File: src/rtl/crc_bit_cnt.sv
// ============================================================================
// Module      : crc_bit_cnt
// Description : 3-bit CRC bit counter with clear/increment and last-bit flag
// Revision    : 1.0
// ============================================================================
`default_nettype none

module crc_bit_cnt (
    input  logic clk,
    input  logic rst,
    input  logic clr,
    input  logic inc,
    output logic last
);

    logic [2:0] r_cnt;

    always_ff @(posedge clk or negedge rst) begin
        if (!rst) begin
            r_cnt <= 3'd0;
        end else if (clr) begin
            r_cnt <= 3'd0;
        end else if (inc) begin
            r_cnt <= r_cnt + 3'd1;
        end
    end

    assign last = inc && (r_cnt == 3'd7);

endmodule

`default_nettype wire

File: config.mk
export PLATFORM = sky130hd
export DESIGN_NAME = crc_bit_cnt
export DESIGN_NICKNAME = d
export VERILOG_FILES = /design/src/rtl/crc_bit_cnt.sv
export SDC_FILE = /design/constraint.sdc
export NUM_CORES = 1
export LEC_CHECK = 0
export ABC_AREA = 1
export BUFFER_PORTS_ARGS = -buffer_cell sky130_fd_sc_hd__buf_2
export CORE_AREA = 2 2 39 41
export CTS_CLUSTER_SIZE = 24
export DETAILED_ROUTE_END_ITERATION = 10
export DIE_AREA = 0 0 41 43
export PLACE_DENSITY = 0.37
export SLEW_MARGIN = 40
export SYNTH_ARGS = -nofsm -noshare
export SYNTH_HDL_FRONTEND = slang
export SYNTH_SLANG_ARGS = --single-unit
File: constraint.sdc
create_clock -name clk -period 1.13 [get_ports clk]
set_clock_uncertainty 0.2 [all_clocks]
set_input_delay 0.113 -clock clk [delete_from_list [all_inputs] [get_ports clk]]
set_output_delay 0.113 -clock clk [all_outputs]
set_load 0.03 [all_outputs]
## Word level (Yosys, flattened, before mapping)

Index checks and enable logic that the tools add are counted.

- Add/subtract/negate cells: 1
- Eq/ne operators: 1
- Multiplexer cells: 2
- Reductions and logical operators: 2

Operator list:

| cell | number |
|---|---|
| $mux 3 | 2 |
| $add 3x1->3 const B | 1 |
| $eq 3x3->1 const B | 1 |
| $reduce_bool 2->1 | 1 |
| $logic_and 1x1->1 | 1 |

- Register bits after elaboration: 3
- Input bits: 4
- Output and inout port bits: 1
- Logic and storage cells: 7

## Longest topological paths before layout

Gate-level depths: netlist of the first run.

- Depth after elaboration: 3
- Mapped depth: 4
- Gate-level depth less buffers: 4

## Least setup slack after synthesis of the first run

OpenSTA, ideal clock, no wires.

- Path kind: register to register
- Start: register r_cnt[0]
- End: register r_cnt[2]
- Setup time: 0.116 ns
- Arrival time: 0.939 ns
- Data required time: 0.814 ns
- Setup slack: -0.125 ns
- Stages on the path, launching flop included: 5
- Path buffers: 0
- Period minus slack after synthesis: 1.255 ns
- Cells stage by stage: dfrtp_1 -> ha_1 -> ha_1 -> nand3_1 -> nand2_1

- Word-level cells in the longest chain between the ends: 3

RTL lines:

| what | RTL line | text |
|---|---|---|
| start: declaration | 16 | `logic [2:0] r_cnt;` |
| start signal: assignment | 24 | `r_cnt <= r_cnt + 3'd1;` |
| $add 3x1->3 | 24 |  |
| $mux 3 | 23 | `end else if (inc) begin` |
| $mux 3 | 21 | `end else if (clr) begin` |

No other way between the ends. The select of a mux whose other input is x is not followed.
A chain may end at the register's enable or synchronous reset.

## Worst setup path in the final report of the first run

- Start: register r_cnt[1]
- End: output last

- Word-level cells in the longest chain between the ends: 2

RTL lines:

| what | RTL line | text |
|---|---|---|
| $eq 3x3->1 | 28 | `assign last = inc && (r_cnt == 3'd7);` |
| $logic_and 1x1->1 | 28 |  |
| end: declaration | 13 | `output logic last` |

No other way between the ends.

==> summary.txt, run 1 <==
Min path
  – Endpoint, Worst Hold: r_cnt[1]
  – Hold Crit Depth: 3
  – Classification of the worst-slack hold path: input pin to flip-flop
  – Hold Startpoint: inc

Clock tree
  – Count of clock tree sinks: 3
  – Number of buffers created by CTS: 3
  – Largest buffer count on any clock path: 2
  – Clock latency on the worst-skew pair: 0.23 ns
  – # H-tree levels: 1
  – Clock root buffer: clkbuf_4
  – TritonCTS clock tree: done
  – Clock slew at the register clock pins of the worst setup and hold paths: 0.03 ns

Layout
  – Max FFs per register: 3
  – Count of nets after finishing: 38
  – Final cell utilization of the core: 0.218
  – Area Overhead vs Synth: 89.8%
  – Regs by FF count: r_cnt: 3 flops
  – Share of post-route cells with drive strength above 1: 0.452
  – Count of inserted antenna diode cells: 0
  – Top register by number of flip-flops: r_cnt
  – Fill cell total of the finished layout: 147

Floorplanning
  – Core box area: 1380 um^2
  – Die Height: 43 um
  – Starting density of the core: 0.115
  – Top-Level Pins: 5
  – Floorplan die area: 1760 um^2
  – Floorplan row count: 14
  – Horizontal die dimension: 41 um

Power and ir drop
  – Internal Dissipation: 0.271 mW
  – Highest ir drop seen on vdd: 317 uV
  – Leakage power summed over all cells: 0.151 nW
  – Post-layout power: 0.350 mW
  – Sequential power share: 0.346
  – Switching Share: 0.225
  – Fraction of power consumed by combinational cells: 0.126
  – Share of power burned in the clock network: 0.528
  – Sw Pwr: 0.0787 mW
  – Power Density: 1160 nW/um^2

Drt
  – Via-per-instance ratio: 3.28
  – DRT Pass-1 Iters: 2
  – Initial DRC Count: 1
  – Post-Route WL: 368 um
  – Number of antenna-violating nets in the routed design: 0
  – Via Count: 154
  – Number of DRC violations after detailed routing: 0
  – Wire length per cell: 7.83 um

Synth
  – Largest cells by area after synthesis: dfrtp_1 47%, nand2_1 17%, ha_1 16%
  – Total nets after synthesis: 25
  – Yosys warnings: 0
  – Distinct cell type count of the synthesized netlist: 6
  – Cell count after synthesis: 19
  – Cell area after technology mapping: 159 um^2
  – Flops & latches, synth: 3
  – Dominant cell type by area after synthesis: dfrtp_1
  – Top-area cell type share of the netlist area: 0.472
  – Sequential element share of the synthesized area: 0.472
  – Average size of a mapped cell: 8.36 um^2

Global routing
  – Vias in the first global route: 184
  – Global-route wire length before repair: 627 um
  – Global-route congestion overflow total: 0
  – Maximum number of pins on one net before global-route repair: 5
  – Global-route usage over all layers: 0.0574
  – Number of antenna violations at the first check in global routing: 0

Timing
  – Max Transition Viols Final: 0
  – Measured slew at the worst slew-check pin: 0.148 ns
  – Number of hold-slack violations in the final timing report: 1
  – RSZ-0062 raised after global routing: true
  – Worst slew margin relative to its limit: 0.902
  – # setup viols final: 2
  – Maximum clock frequency: 0.676 GHz
  – Final critical-path required period: 1.48 ns
  – Final worst setup slack: -0.349 ns
  – Final worst path period share: 1.31
  – Min Hold Slack: -0.0113 ns

Placement
  – Count of input and output buffers: 4
  – Final Wtd Congestion: 0.600

Worst setup path
  – Cells on worst reg2reg path: 4
  – Launch point of the critical path: r_cnt[1]
  – Category of the worst setup path launch point: flip-flop
  – Data arrival time of the critical path: 1.17 ns
  – Launch instance of the worst register-to-register path: r_cnt[1]
  – Endpoint class of the critical path: output port
  – Required time worst endpoint: 0.82 ns
  – Worst setup path category: flip-flop to output port
  – Crit Path Max Fanout: 2
  – Reg-to-reg setup timing slack: -0.10 ns
  – Reg-to-Reg End: r_cnt[2]

Run
  – Count of maximum capacitance violations: 0

Outcome
  – Run status: finished, violations left
  – Violations in the final reports: negative hold slack, negative setup slack
power groups by stage:
stage | registers, mW | clock network, mW | logic (mW)
2_1_floorplan | 0.119 | 0 | 0.0151
3_3_place_gp | 0.120 | 0 | 0.0263
3_5_place_dp | 0.120 | 0 | 0.0289
4_1_cts | 0.118 | 0.197 | 0.0446
5_1_grt | 0.121 | 0.196 | 0.0521
6_report | 0.121 | 0.185 | 0.0441
synthesized netlist by cell type (all sizes together):
cell	number
inv	3
nand2	7
ha	2
nand3	3
nor2	1
dfrtp	3
critical path, stage by stage (launching register included):
cell and delay (ns):
dfrtp_1 0.41, ha_4 0.18, ha_4 0.14, nand2_2 0.05, inv_2 0.03, buf_6 0.12
layout make-up:
class | count | area (um^2) | area share
Inverter | 3 | 11.3 | 0.0373
Multi-Input combinational cell | 13 | 105 | 0.349
Sequential cell | 3 | 75.1 | 0.249
Clock buffer | 4 | 26.3 | 0.0871
Timing Repair Buffer | 8 | 63.8 | 0.212
Tap cell | 16 | 20.0 | 0.0664
cells by family after synthesis:
group                      after synthesis  synth area share
DFF                                      3             0.472
adders and majority gates                2             0.157
buffers and inverters                    3            0.0709
and+or+nand+nor                         11             0.299
per-layer routing:
metal,track usage,routed length (um),vias to the layer above
met2,0.0719,182,5
met3,0.0157,23,0
li1,-,-,83
met5,0,0,-
met1,0.0617,163,66
met4,0.0800,0,0
what timing repair did:
action,CTS,global route
gates resized for setup,2,1
pin swaps,1,2
hold buffers,4,0
endpoints found under the setup margin,2,7
hold endpoints to repair,6,0
buffers inserted,1,0
stage by stage:
| stage | setup WS (ns) | instance area [um^2] | hold slack [ns] | std cells | setup TNS (ns) |
|---|---|---|---|---|---|
| floorplan | -0.0436 | 181 | -0.383 | 19 | -0.0453 |
| global placement | -0.124 | 221 | -0.293 | 39 | -0.197 |
| detailed placement | -0.145 | 221 | -0.290 | 39 | -0.238 |
| CTS | -0.357 | 302 | -0.0121 | 48 | -0.451 |
| global route | -0.385 | 302 | 0.0131 | 47 | -0.527 |
| finish | -0.349 | 302 | -0.0113 | 47 | -0.447 |
cell usage in the layout, fill, tap and decap left out, drive strengths merged:
cell,n
ha,2
nor2,1
clkbuf,4
nand3,3
inv,3
dfrtp,3
dlygate4sd3,3
nand2,7
buf,5
worst max-delay path by stage:
stage / endpoint / cells after the start / slack, ns
floorplan: r_cnt[2] / 4 / -0.04
global route: last / 5 / -0.38
CTS: last / 5 / -0.36
finish: last / 5 / -0.35
detailed placement: last / 5 / -0.14
global placement: last / 5 / -0.12
Note: power is estimated with default switching activity, not from simulation.
==> inputs of run 2 (changes only) <==
- ABC_AREA: 1 -> 0
- PLACE_DENSITY: 0.37 -> 0.36
==> run 2 against run 1 <==
  * The flow finishes with violations (negative setup slack)
  * Flip-flop and latch count unchanged
  * First-iteration DRC count down 100%
  * Synthesized area down 7.1%
  * Critical endpoint unchanged
  * Largest cell class unchanged
  * Highest routed layer is now met4
==> summary.txt, run 2 <==
Timing
  – Maximum clock frequency: 0.662 GHz (-2.1%)
  – RSZ-0062 raised after global routing: true
  – Max Transition Viols Final: 0 (unchanged)
  – Final critical-path required period: 1.51 ns (+0.0317 ns)
  – Worst slew margin relative to its limit: 0.910 (+0.00863)
  – Measured slew at the worst slew-check pin: 0.131 ns (-0.0167 ns)
  – # setup viols final: 3 (+1)
  – Final worst path period share: 1.34 (+0.0281)
  – Final worst setup slack: -0.381 ns (-0.0317 ns)
  – Number of hold-slack violations in the final timing report: 0 (-1)
  – Min Hold Slack: 0.00869 ns (+0.0200 ns)

Worst setup path
  – Category of the worst setup path launch point: flip-flop
  – Endpoint class of the critical path: output port
  – Worst path cell trace: ha_4 -> ha_4 -> and2_4 -> buf_6
  – Logic depth of the worst setup path including buffers: 4 (-1)
  – Required time worst endpoint: 0.82 ns (about the same)
  – Kind of cell adding the most delay to the critical path: flip-flops
  – Data arrival time of the critical path: 1.20 ns (+0.03 ns)
  – Most frequent CP cell: ha_4
  – Biggest cell delay along the critical path: 0.40 ns (about the same)
  – Critical path buffers and inverters: 1 (-1)
  – Cells on worst reg2reg path: 4 (unchanged)
  – Worst setup path category: flip-flop to output port
  – Crit Path Max Fanout: 2 (unchanged)
  – Slowest cell on the critical path: dfrtp_1

Drt
  – Via Count: 119 (-23%)
  – Via-per-instance ratio: 2.98 (-9.2%)
  – Initial DRC Count: 0 (-1)
  – Post-Route WL: 252 um (-32%)
  – DRT Pass-1 Iters: 1 (-1)
  – Number of DRC violations after detailed routing: 0 (unchanged)
  – Wire length per cell: 6.30 um (-20%)
  – Number of antenna-violating nets in the routed design: 0 (unchanged)

Min path
  – Classification of the worst-slack hold path: input pin to flip-flop
  – Hold Crit Depth: 3 (unchanged)

Layout
  – Count of nets after finishing: 31 (-18%)
  – Count of non-filler cells in the finished layout: 40 (-15%)
  – Regs by FF count: r_cnt: 3 flops
  – Sequential cell area: 75.1 um^2 (unchanged)
  – Leading cell types in the layout, fill and taps excluded: 3 x nor2_1, 3 x clkbuf_4, 3 x dlygate4sd3_1, 3 x buf_2, 3 x dfrtp_1
  – Multi-input gate area: 98.8 um^2 (-6.0%)
  – Top register by number of flip-flops: r_cnt
  – Share of post-route cells with drive strength above 1: 0.458 (+0.00672)
  – Fill cell total of the finished layout: 144 (-2.0%)
  – Count of inserted antenna diode cells: 0 (unchanged)
  – Max FFs per register: 3 (unchanged)
  – Area Overhead vs Synth: 92.4%

Floorplanning
  – Floorplan row count: 14 (unchanged)
  – Top-Level Pins: 5 (unchanged)
  – Floorplan die area: 1760 um^2 (unchanged)
  – Die Height: 43 um (unchanged)
  – Horizontal die dimension: 41 um (unchanged)
  – Core box area: 1380 um^2 (unchanged)
  – Starting density of the core: 0.107 (-0.00814)

Synth
  – Most common library cells after synthesis: 3 x dfrtp_1, 3 x nor2_1, 2 x ha_1, 2 x mux2i_1
  – Average size of a mapped cell: 12.3 um^2 (+47%)
  – Dominant cell type by area after synthesis: dfrtp_1
  – Distinct cell type count of the synthesized netlist: 6 (unchanged)
  – Asr flop ratio synth: 1.00 (unchanged)
  – Top-area cell type share of the netlist area: 0.508 (+0.0360)
  – Primary FF master, synth: dfrtp_1
  – Total nets after synthesis: 18 (-28%)
  – Yosys warnings: 0 (unchanged)
  – Largest cells by area after synthesis: dfrtp_1 51%, ha_1 17%, mux2i_1 14%
  – Cell area after technology mapping: 148 um^2 (-7.1%)
  – Flops & latches, synth: 3 (unchanged)
  – Cell count after synthesis: 12 (-7)
  – Number of flops mapped to enable cells by yosys: 0 (unchanged)
  – Sequential element share of the synthesized area: 0.508 (+0.0360)

Power and ir drop
  – Highest ir drop seen on vdd: 443 uV (+39%)
  – Leakage power summed over all cells: 0.131 nW (-14%)
  – Power Density: 1260 nW/um^2 (+8.8%)

Global routing
  – Vias in the first global route: 139 (-24%)
  – Global-route congestion overflow total: 0 (unchanged)
  – Number of antenna violations at the first check in global routing: 0 (unchanged)
  – Global-route wire length before repair: 448 um (-29%)
  – Global-route usage over all layers: 0.0463 (-0.0111)
  – Maximum number of pins on one net before global-route repair: 5 (unchanged)

Clock tree
  – TritonCTS clock tree: done
  – Number of buffers created by CTS: 3 (unchanged)
  – Largest buffer count on any clock path: 2 (unchanged)
  – Clock slew at the register clock pins of the worst setup and hold paths: 0.04 ns (about the same)
  – Count of clock tree sinks: 3 (unchanged)
  – Clock root buffer: clkbuf_4
  – # H-tree levels: 1 (unchanged)
  – Clock latency on the worst-skew pair: 0.23 ns (about the same)

Placement
  – Final Wtd Congestion: 0.526 (-12%)
  – Worst-case setup slack after placement: -0.171 ns (-0.0264 ns)
  – Total placed cells including tap cells: 33 (-15%)
  – Count of input and output buffers: 4 (unchanged)

Outcome
  – Run status: finished, violations left
  – Violations in the final reports: negative setup slack

Run
  – Count of maximum capacitance violations: 0 (unchanged)
## run 2: changes by cell type in the layout (fill, tap and decap cells not counted), sizes merged
cell	change
nor2	+2
and2	+1
xnor2	+1
inv	-3
mux2i	+2
nand3	-3
nand2	-7
## run 2: cell type report
type                    count  share of cell area
multi-input cells           9               0.348
clock buffers               4              0.0925
well taps                  16              0.0705
repair buffers              8               0.225
flip-flops and latches      3               0.264
## run 2: cell families (layout without fill, tap and decap cells)
| kind of cell | after synthesis | in the layout | synth area share |
|---|---|---|---|
| adder cells (fa/ha/maj) | 2 | 2 | 0.169 |
| multiplexers | 2 | 2 | 0.136 |
| XOR/XNOR | 1 | 1 | 0.0593 |
| AND/OR/NAND/NOR | 4 | 4 | 0.127 |
| buffers and inverters | 0 | 12 | 0 |
| flip-flops | 3 | 3 | 0.508 |
## run 2: what timing repair did
item | 4_1_cts | 5_1_grt
endpoints found under the hold margin | 6 | 0
gates resized for setup | 3 | 0
hold buffers | 3 | 0
endpoints found under the setup margin | 3 | 3
pin swaps | 2 | 0
buffers inserted | 0 | 0
cloned | 0 | 0
## run 2: report_power, final
part	internal (mW)	switching, mW	total, mW	leakage [nW]
sequential	0.116	0.00745	0.123	0.0404
combinational	0.0286	0.0166	0.0451	0.0752
clock	0.132	0.0575	0.190	0.0150
## run 2: worst min-delay path: stages
cell     delay [ns]
buf_2          0.14
xnor2_1        0.08
nor2_1         0.07
## run 2: final timing paths
kind                            startpoint        to  slack, ns
worst max-delay path              r_cnt[0]      last      -0.38
worst min-delay path                   inc  r_cnt[0]      0.009
worst max register to register    r_cnt[0]  r_cnt[2]      -0.13
worst min register to register    r_cnt[1]  r_cnt[1]       0.38
max in group asynchronous              rst  r_cnt[0]       0.04
min in group asynchronous              rst  r_cnt[2]       0.55
## run 2: metrics by stage
stage	area, um^2	power [mW]	TNS [ns]	utilization
detailed placement	211	0.158	-0.337	0.153
finish	284	0.358	-0.523	0.205
floorplan	164	0.139	-0.142	-
CTS	284	0.367	-0.558	0.205
global route	284	0.383	-0.648	0.205
global placement	211	0.157	-0.330	0.153
## run 2: per-layer routing
layer | GRT usage | up-vias | part of all wire
met1 | 0.0388 | 47 | 0.47
met4 | 0.100 | 0 | 0.083
met2 | 0.0500 | 7 | 0.36
li1 | - | 63 | -
met5 | 0 | - | 0
met3 | 0.0157 | 2 | 0.087
